## src/rtl/gemm_reader_pkg.sv

```systemverilog
// gemm_reader_pkg: reader FSM states and element packing defaults shared with the accelerator top
package gemm_reader_pkg;
    localparam int ELEM_WIDTH = 32;
    localparam int ELEMS_PER_WORD = 16;
    typedef enum logic [1:0] {IDLE, FETCH, STREAM, FINISH} state_t;
endpackage

```

## src/rtl/gemm_result_reader_if.sv

```systemverilog
// gemm_result_reader_if: C-memory read port plus element stream between reader and its neighbours
interface gemm_result_reader_if #(
    parameter int ElemWidth = 32,
    parameter int ElemsPerWord = 16,
    parameter int AddrWidth = 12
);
    logic [AddrWidth-1:0] sram_addr_o;
    logic [ElemsPerWord*ElemWidth-1:0] sram_rdata_i;
    logic m_valid_o;
    logic m_ready_i;
    logic [ElemWidth-1:0] m_data_o;
    logic m_last_o;
    modport master (output sram_addr_o, m_valid_o, m_data_o, m_last_o, input sram_rdata_i, m_ready_i);
    modport slave (input sram_addr_o, m_valid_o, m_data_o, m_last_o, output sram_rdata_i, m_ready_i);
endinterface

```

## src/rtl/result_word_buffer.sv

```systemverilog
// result_word_buffer: current/prefetch word registers, element walk and stream outputs
module result_word_buffer #(
    parameter int ElemWidth = 32,
    parameter int ElemsPerWord = 16,
    parameter int SizeAddrWidth = 32
) (
    input  logic clk_i,
    input  logic rst_i,
    input  logic load,
    input  logic [SizeAddrWidth-1:0] num_elems,
    input  logic rvalid,
    input  logic [ElemsPerWord*ElemWidth-1:0] rdata,
    input  logic m_ready,
    output logic m_valid,
    output logic [ElemWidth-1:0] m_data,
    output logic m_last,
    output logic pf_valid,
    output logic last_hs
);
    localparam int IdxWidth = $clog2(ElemsPerWord);
    logic [ElemsPerWord*ElemWidth-1:0] cur, pf;
    logic cur_valid, hs, word_end, advance;
    logic [IdxWidth-1:0] idx;
    logic [SizeAddrWidth-1:0] left;
    assign hs = cur_valid && m_ready;
    assign m_valid = cur_valid;
    assign m_last = cur_valid && left == SizeAddrWidth'(1);
    assign m_data = cur[idx*ElemWidth +: ElemWidth];
    assign word_end = idx == IdxWidth'(ElemsPerWord - 1) || m_last;
    assign advance = hs && word_end;
    assign last_hs = hs && m_last;
    // a word arriving while the current one retires goes straight to cur (bypass)
    always_ff @(posedge clk_i or posedge rst_i) begin
        if (rst_i) begin
            cur <= '0;
            pf <= '0;
            cur_valid <= 1'b0;
            pf_valid <= 1'b0;
            idx <= '0;
            left <= '0;
        end else begin
            if (load) left <= num_elems;
            else if (hs) left <= left - SizeAddrWidth'(1);
            if (hs) idx <= word_end ? '0 : idx + IdxWidth'(1);
            if (rvalid) pf <= rdata;
            if (rvalid && (!cur_valid || advance)) begin
                cur <= rdata;
                cur_valid <= 1'b1;
            end else if (advance) begin
                cur <= pf;
                cur_valid <= pf_valid;
                pf_valid <= 1'b0;
            end
            if (rvalid && cur_valid && !advance) pf_valid <= 1'b1;
        end
    end
endmodule

```

## src/rtl/gemm_result_reader.sv

```systemverilog
// gemm_result_reader: streams a contiguous region of the packed C memory out element by element
module gemm_result_reader
    import gemm_reader_pkg::*;
#(
    parameter int ElemWidth = ELEM_WIDTH,
    parameter int ElemsPerWord = ELEMS_PER_WORD,
    parameter int AddrWidth = 12,
    parameter int SizeAddrWidth = 32
) (
    input  logic clk_i,
    input  logic rst_i,
    input  logic start_i,
    input  logic [AddrWidth-1:0] base_addr_i,
    input  logic [SizeAddrWidth-1:0] num_elems_i,
    output logic busy_o,
    output logic done_o,
    gemm_result_reader_if.master m
);
    state_t state, state_nxt;
    logic [AddrWidth-1:0] addr;
    logic [SizeAddrWidth-1:0] words_left, words_in;
    logic pending, rd_issue, pf_valid, last_hs, accept;
    assign accept = state == IDLE && start_i;
    assign words_in = num_elems_i / SizeAddrWidth'(ElemsPerWord)
                    + SizeAddrWidth'(num_elems_i % SizeAddrWidth'(ElemsPerWord) != '0);
    // at most one word in flight and one parked, so the buffer can never overflow
    assign rd_issue = (state == FETCH || state == STREAM) && words_left != '0 && !pf_valid && !pending;
    assign busy_o = state != IDLE;
    assign done_o = state == FINISH;
    assign m.sram_addr_o = addr;
    always_ff @(posedge clk_i or posedge rst_i) begin
        if (rst_i) begin
            state <= IDLE;
            addr <= '0;
            words_left <= '0;
            pending <= 1'b0;
        end else begin
            state <= state_nxt;
            pending <= rd_issue;
            if (accept) begin
                addr <= base_addr_i;
                words_left <= words_in;
            end else if (rd_issue) begin
                addr <= addr + AddrWidth'(1);
                words_left <= words_left - SizeAddrWidth'(1);
            end
        end
    end
    always_comb begin
        state_nxt = state;
        state_nxt = state == IDLE   ? (start_i ? (num_elems_i == '0 ? FINISH : FETCH) : IDLE)
                  : state == FETCH  ? (pending ? STREAM : FETCH)
                  : state == STREAM ? (last_hs ? FINISH : STREAM)
                  : IDLE;
    end
    result_word_buffer #(
        .ElemWidth(ElemWidth),
        .ElemsPerWord(ElemsPerWord),
        .SizeAddrWidth(SizeAddrWidth)
    ) u_buf (
        .clk_i(clk_i),
        .rst_i(rst_i),
        .load(accept),
        .num_elems(num_elems_i),
        .rvalid(pending),
        .rdata(m.sram_rdata_i),
        .m_ready(m.m_ready_i),
        .m_valid(m.m_valid_o),
        .m_data(m.m_data_o),
        .m_last(m.m_last_o),
        .pf_valid(pf_valid),
        .last_hs(last_hs)
    );
endmodule

```

## src/flat_wrapper.sv

```systemverilog
// flat-port wrapper written by rule: the top's interface ports become plain ports
module gemm_result_reader_flat import gemm_reader_pkg::*;
#(
    parameter int ElemWidth = ELEM_WIDTH,
    parameter int ElemsPerWord = ELEMS_PER_WORD,
    parameter int AddrWidth = 12,
    parameter int SizeAddrWidth = 32
)
  (clk_i, rst_i, start_i, base_addr_i, num_elems_i, busy_o, done_o, m_sram_addr_o, m_m_valid_o, m_m_data_o, m_m_last_o, m_sram_rdata_i, m_m_ready_i);
  gemm_result_reader_if #(.ElemWidth(ElemWidth), .ElemsPerWord(ElemsPerWord), .AddrWidth(AddrWidth)) m_i ();
  input  logic clk_i;
  input  logic rst_i;
  input  logic start_i;
  input  logic [AddrWidth-1:0] base_addr_i;
  input  logic [SizeAddrWidth-1:0] num_elems_i;
  output logic busy_o;
  output logic done_o;
  output wire logic [$bits(m_i.sram_addr_o)-1:0] m_sram_addr_o;
  output wire logic [$bits(m_i.m_valid_o)-1:0] m_m_valid_o;
  output wire logic [$bits(m_i.m_data_o)-1:0] m_m_data_o;
  output wire logic [$bits(m_i.m_last_o)-1:0] m_m_last_o;
  input wire logic [$bits(m_i.sram_rdata_i)-1:0] m_sram_rdata_i;
  input wire logic [$bits(m_i.m_ready_i)-1:0] m_m_ready_i;
  assign m_sram_addr_o = m_i.sram_addr_o;
  assign m_m_valid_o = m_i.m_valid_o;
  assign m_m_data_o = m_i.m_data_o;
  assign m_m_last_o = m_i.m_last_o;
  assign m_i.sram_rdata_i = m_sram_rdata_i;
  assign m_i.m_ready_i = m_m_ready_i;
  gemm_result_reader #(.ElemWidth(ElemWidth), .ElemsPerWord(ElemsPerWord), .AddrWidth(AddrWidth), .SizeAddrWidth(SizeAddrWidth)) u_core (.clk_i(clk_i), .rst_i(rst_i), .start_i(start_i), .base_addr_i(base_addr_i), .num_elems_i(num_elems_i), .busy_o(busy_o), .done_o(done_o), .m(m_i));
endmodule
```

## config.mk

```make
export PLATFORM = sky130hd
export DESIGN_NAME = gemm_result_reader_flat
export DESIGN_NICKNAME = d
export VERILOG_FILES = /design/src/rtl/gemm_reader_pkg.sv /design/src/rtl/gemm_result_reader_if.sv /design/src/rtl/result_word_buffer.sv /design/src/rtl/gemm_result_reader.sv /design/src/flat_wrapper.sv
export SDC_FILE = /design/constraint.sdc
export NUM_CORES = 2
export LEC_CHECK = 0
export CORE_MARGIN = 10
export CORE_UTILIZATION = 57
export DETAILED_ROUTE_END_ITERATION = 7
export PLACE_DENSITY = 0.79
export REMOVE_ABC_BUFFERS = 1
export SKIP_CTS_REPAIR_TIMING = 1
export SYNTH_ARGS = -nofsm -noshare
export SYNTH_HDL_FRONTEND = slang
export SYNTH_SLANG_ARGS = --single-unit
```

## constraint.sdc

```tcl
create_clock -name clk_i -period 74.5 [get_ports clk_i]
set_input_delay 22.35 -clock clk_i [delete_from_list [all_inputs] [get_ports clk_i]]
set_output_delay 22.35 -clock clk_i [all_outputs]
set_load 0.02 [all_outputs]
```

==> impl_results.md <==
- Critical Path End: m_m_data_o[1]
- Maximum clock rate: 36.8 MHz
- Cell leakage power: 25.1 nW
- Worst path required time: 52150 ps
- Reg clk slew, reported paths: 60 ps
- Design Area, Final: 61700 µm²
- Mapped Avg Cell Area: 10.9 µm²
- Worst R2R Path Depth: 10
- Kind of critical path: reg2out
- Dpl hpwl: 93000 µm
- Average wire per standard cell: 22.7 µm
- Hold Crit Class: reg2reg
- Non-Filler Instances: 6431
- Die W: 321 µm
- CP startpoint: u_core.u_buf.idx[0]$_DFFE_PP0P_
- Final setup viols: 0
- CP Buf/Inv Count: 3
- Max stage delay on crit path: 820 ps
- Synth-to-Final Area Change: 19.4%
- Vias in the first global route: 40505
- GRT overflow: 0
- Chip Height: 321 µm
- Ratio of final minimum period to clock period: 36.5%
- Layout fillers: 6429
- CP arrival: 4820 ps
- Final Hold Fails: 0
- Multi-input gate area: 22200 µm²
- I/O pins: 608
- CTS sink count: 1109
- Root Buffer: clkbuf_16
- Placed Area: 58000 µm²
- Max-slew headroom: 18.8%
- H-tree levels: 3
- Max Cap Viol: 0
- Seq/Total Area, Yosys: 53.7%
- Net count, final: 5715
- Initial core utilization: 57.4%
- First-pass GRT wire length: 228000 µm
- Worst-skew pair later-pin latency: 690 ps
- Post-layout worst setup margin: 47330 ps
- R2R Setup Slk: 68400 ps
- Via Count: 39935
- CTS tree: yes
- Pin slew with the least headroom to its limit: 1220 ps
- Setup WS pre-CTS: 47140 ps
- DRC: 0
- Num CTS Buffers: 111
- Number of synthesized flops with an enable pin: 0
- Clock Path Buffers: 3
- Sequential Area: 27800 µm²
- Cell class contributing the biggest share of worst-path delay: buffers and inverters
- Routed WL: 146000 µm
- Antenna viol nets, final: 0
- CP Capture Type: primary output
- Critical-path top delay cell: buf_4
- Cells after DPL: 6207
- DR iter-0 viols: 4425
- Initial antenna violation count: 49
- DIE AREA: 103000 µm²
- Port bufs: 607
- Mapped Cells: 4751
- Via-to-Cell Ratio: 6.21
- Post-layout min period: 27170 ps
- Asr flop ratio synth: 100%
- Worst path cell trace: buf_4, buf_4, mux4_2, mux4_2, clkdlybuf4s50_1
- Core area: 90000 µm²
- Setup TNS Final: 0 ps
- RSZ-0062 raised after global routing: false
- Reg2reg end: u_core.u_buf.cur[483]$_DFFE_PP0P_
- Reg-to-Reg Start: u_core.u_buf.idx[1]$_DFFE_PP0P_
- Max Clock Skew: 18.2 ps
- Final Slew Violations: 0
- Yosys cell types: 61
- Layout cells sized above 1: 17.5%
- Crit-path max FO: 41
- Syn Std Cell Area: 51700 µm²
- Startpoint types: register
- Final RePlAce weighted congestion: 0.860
- GRT Resource Usage Total: 27.6%
- Largest net degree at the start of global routing: 260
- Dominant synthesized flop cell: dfrtp_1
- Outcome: finished, final reports clean
- Number of placement rows: 110
- Yosys reg bits: 1109
- VDD IR-drop max: 0.0314 mV
- Critical Path Stages: 5
- Design Power: 0.00253 W
- P per Cell Area: 41.1 nW/µm²
- Ys Warns: 0
- Initial DRT Pass Iterations: 5
[synth_stat cells, types with 24 or more instances]
cell	instances	share of area (%)
buf_2	83	0.80
mux4_2	160	7.0
a21oi_1	292	2.8
nor2_1	425	3.1
buf_6	31	0.68
nand2_1	941	6.8
or4_1	24	0.35
nand3_1	29	0.28
nor4_1	29	0.35
o22ai_1	141	1.7
mux2_2	513	11
o21ai_0	46	0.45
a31oi_1	403	4.9
xnor2_1	38	0.64
clkbuf_1	239	1.7
dfrtp_1	1109	54
nor3_1	34	0.33
[routing by layer]
layer / share of wire, % / wire length (µm) / global-route usage [%] / up-vias
met4: 4.5 / 6520 / 13.6 / 38
met1: 39 / 57000 / 34.7 / 20311
met3: 7.2 / 10500 / 6.50 / 346
met5: 0.17 / 251 / 0 / -
met2: 49 / 71800 / 44.8 / 1460
li1: - / - / - / 17780
[logic make-up (layout without fill, tap and decap cells)]
group	Yosys count	in the layout	share of synthesized area (%)
buf+inv	386	860	3.53
fa+ha+maj	11	11	0.266
mux	681	681	18.3
flops	1109	1109	53.7
other cells	0	30	0
compound gates	927	927	10.6
simple gates	1578	1578	12.6
xor+xnor	59	59	1.00
[area by class of cell]
class / instances / share of cell area, %
Multi-Input combinational cell: 3256 / 35.9
Antenna cell: 30 / 0.122
Inverter: 13 / 0.0912
Timing Repair Buffer: 653 / 10.6
Clock inverter: 29 / 0.618
Tap cell: 1176 / 2.38
Clock buffer: 165 / 5.33
Sequential cell: 1109 / 45.0
[state kept, by name, summed over array words and instances, names as in the netlist]
signal and count:
u_core.state 2, u_core.u_buf.cur 512, u_core.u_buf.idx 4, u_core.u_buf.pf_valid 1
u_core.u_buf.m_valid 1, u_core.u_buf.left 32, u_core.words_left 32, u_core.u_buf.pf 512
u_core.pending 1, u_core.m.sram_addr_o 12
[cells in the final DEF (no fill, tap or decap), types with 9 or more instances in the layout]
cell,count
or3_1,17
o22ai_1,141
clkbuf_1,24
nor3_1,33
mux4_2,160
clkbuf_16,112
ha_1,11
o211ai_1,12
buf_4,38
nand4_1,22
nor4_1,29
xnor2_1,38
diode_2,30
clkinv_2,13
inv_1,12
mux2_2,513
a21oi_1,292
or4_1,24
o21ai_0,46
nand3_1,29
and3_1,11
dfrtp_1,1104
o31ai_1,9
a31oi_1,401
clkbuf_8,29
nand2_1,940
nor2_1,425
xor2_1,21
clkdlybuf4s50_1,607
[where the power goes]
group	switching, W	total (W)	internal [W]
Sequential	0.000186	0.00107	0.000884
Clock	0.000239	0.000568	0.000328
Combinational	0.000413	0.000897	0.000484
[per-stage QoR]
step	util [%]	hold slack [ps]
floorplan	-	481
global placement	64.4	488
detailed placement	64.4	495
CTS	68.5	508
global route	68.6	514
finish	68.6	505
[how the worst min path moves through the flow]
| stage | startpoint | end | slack (ps) | cells past startpoint |
|---|---|---|---|---|
| 2_1_floorplan | u_core.u_buf.pf[0]$_DFFE_PP0P_ | u_core.u_buf.pf[0]$_DFFE_PP0P_ | 480 | 1 |
| 3_3_place_gp | u_core.u_buf.pf[311]$_DFFE_PP0P_ | u_core.u_buf.pf[311]$_DFFE_PP0P_ | 490 | 1 |
| 3_5_place_dp | u_core.u_buf.pf[127]$_DFFE_PP0P_ | u_core.u_buf.pf[127]$_DFFE_PP0P_ | 490 | 1 |
| 4_1_cts | u_core.u_buf.pf[472]$_DFFE_PP0P_ | u_core.u_buf.pf[472]$_DFFE_PP0P_ | 510 | 1 |
| 5_1_grt | u_core.u_buf.pf[458]$_DFFE_PP0P_ | u_core.u_buf.pf[458]$_DFFE_PP0P_ | 510 | 1 |
| 6_report | u_core.u_buf.pf[56]$_DFFE_PP0P_ | u_core.u_buf.pf[56]$_DFFE_PP0P_ | 500 | 1 |
Power figures use the tool's default switching activity.
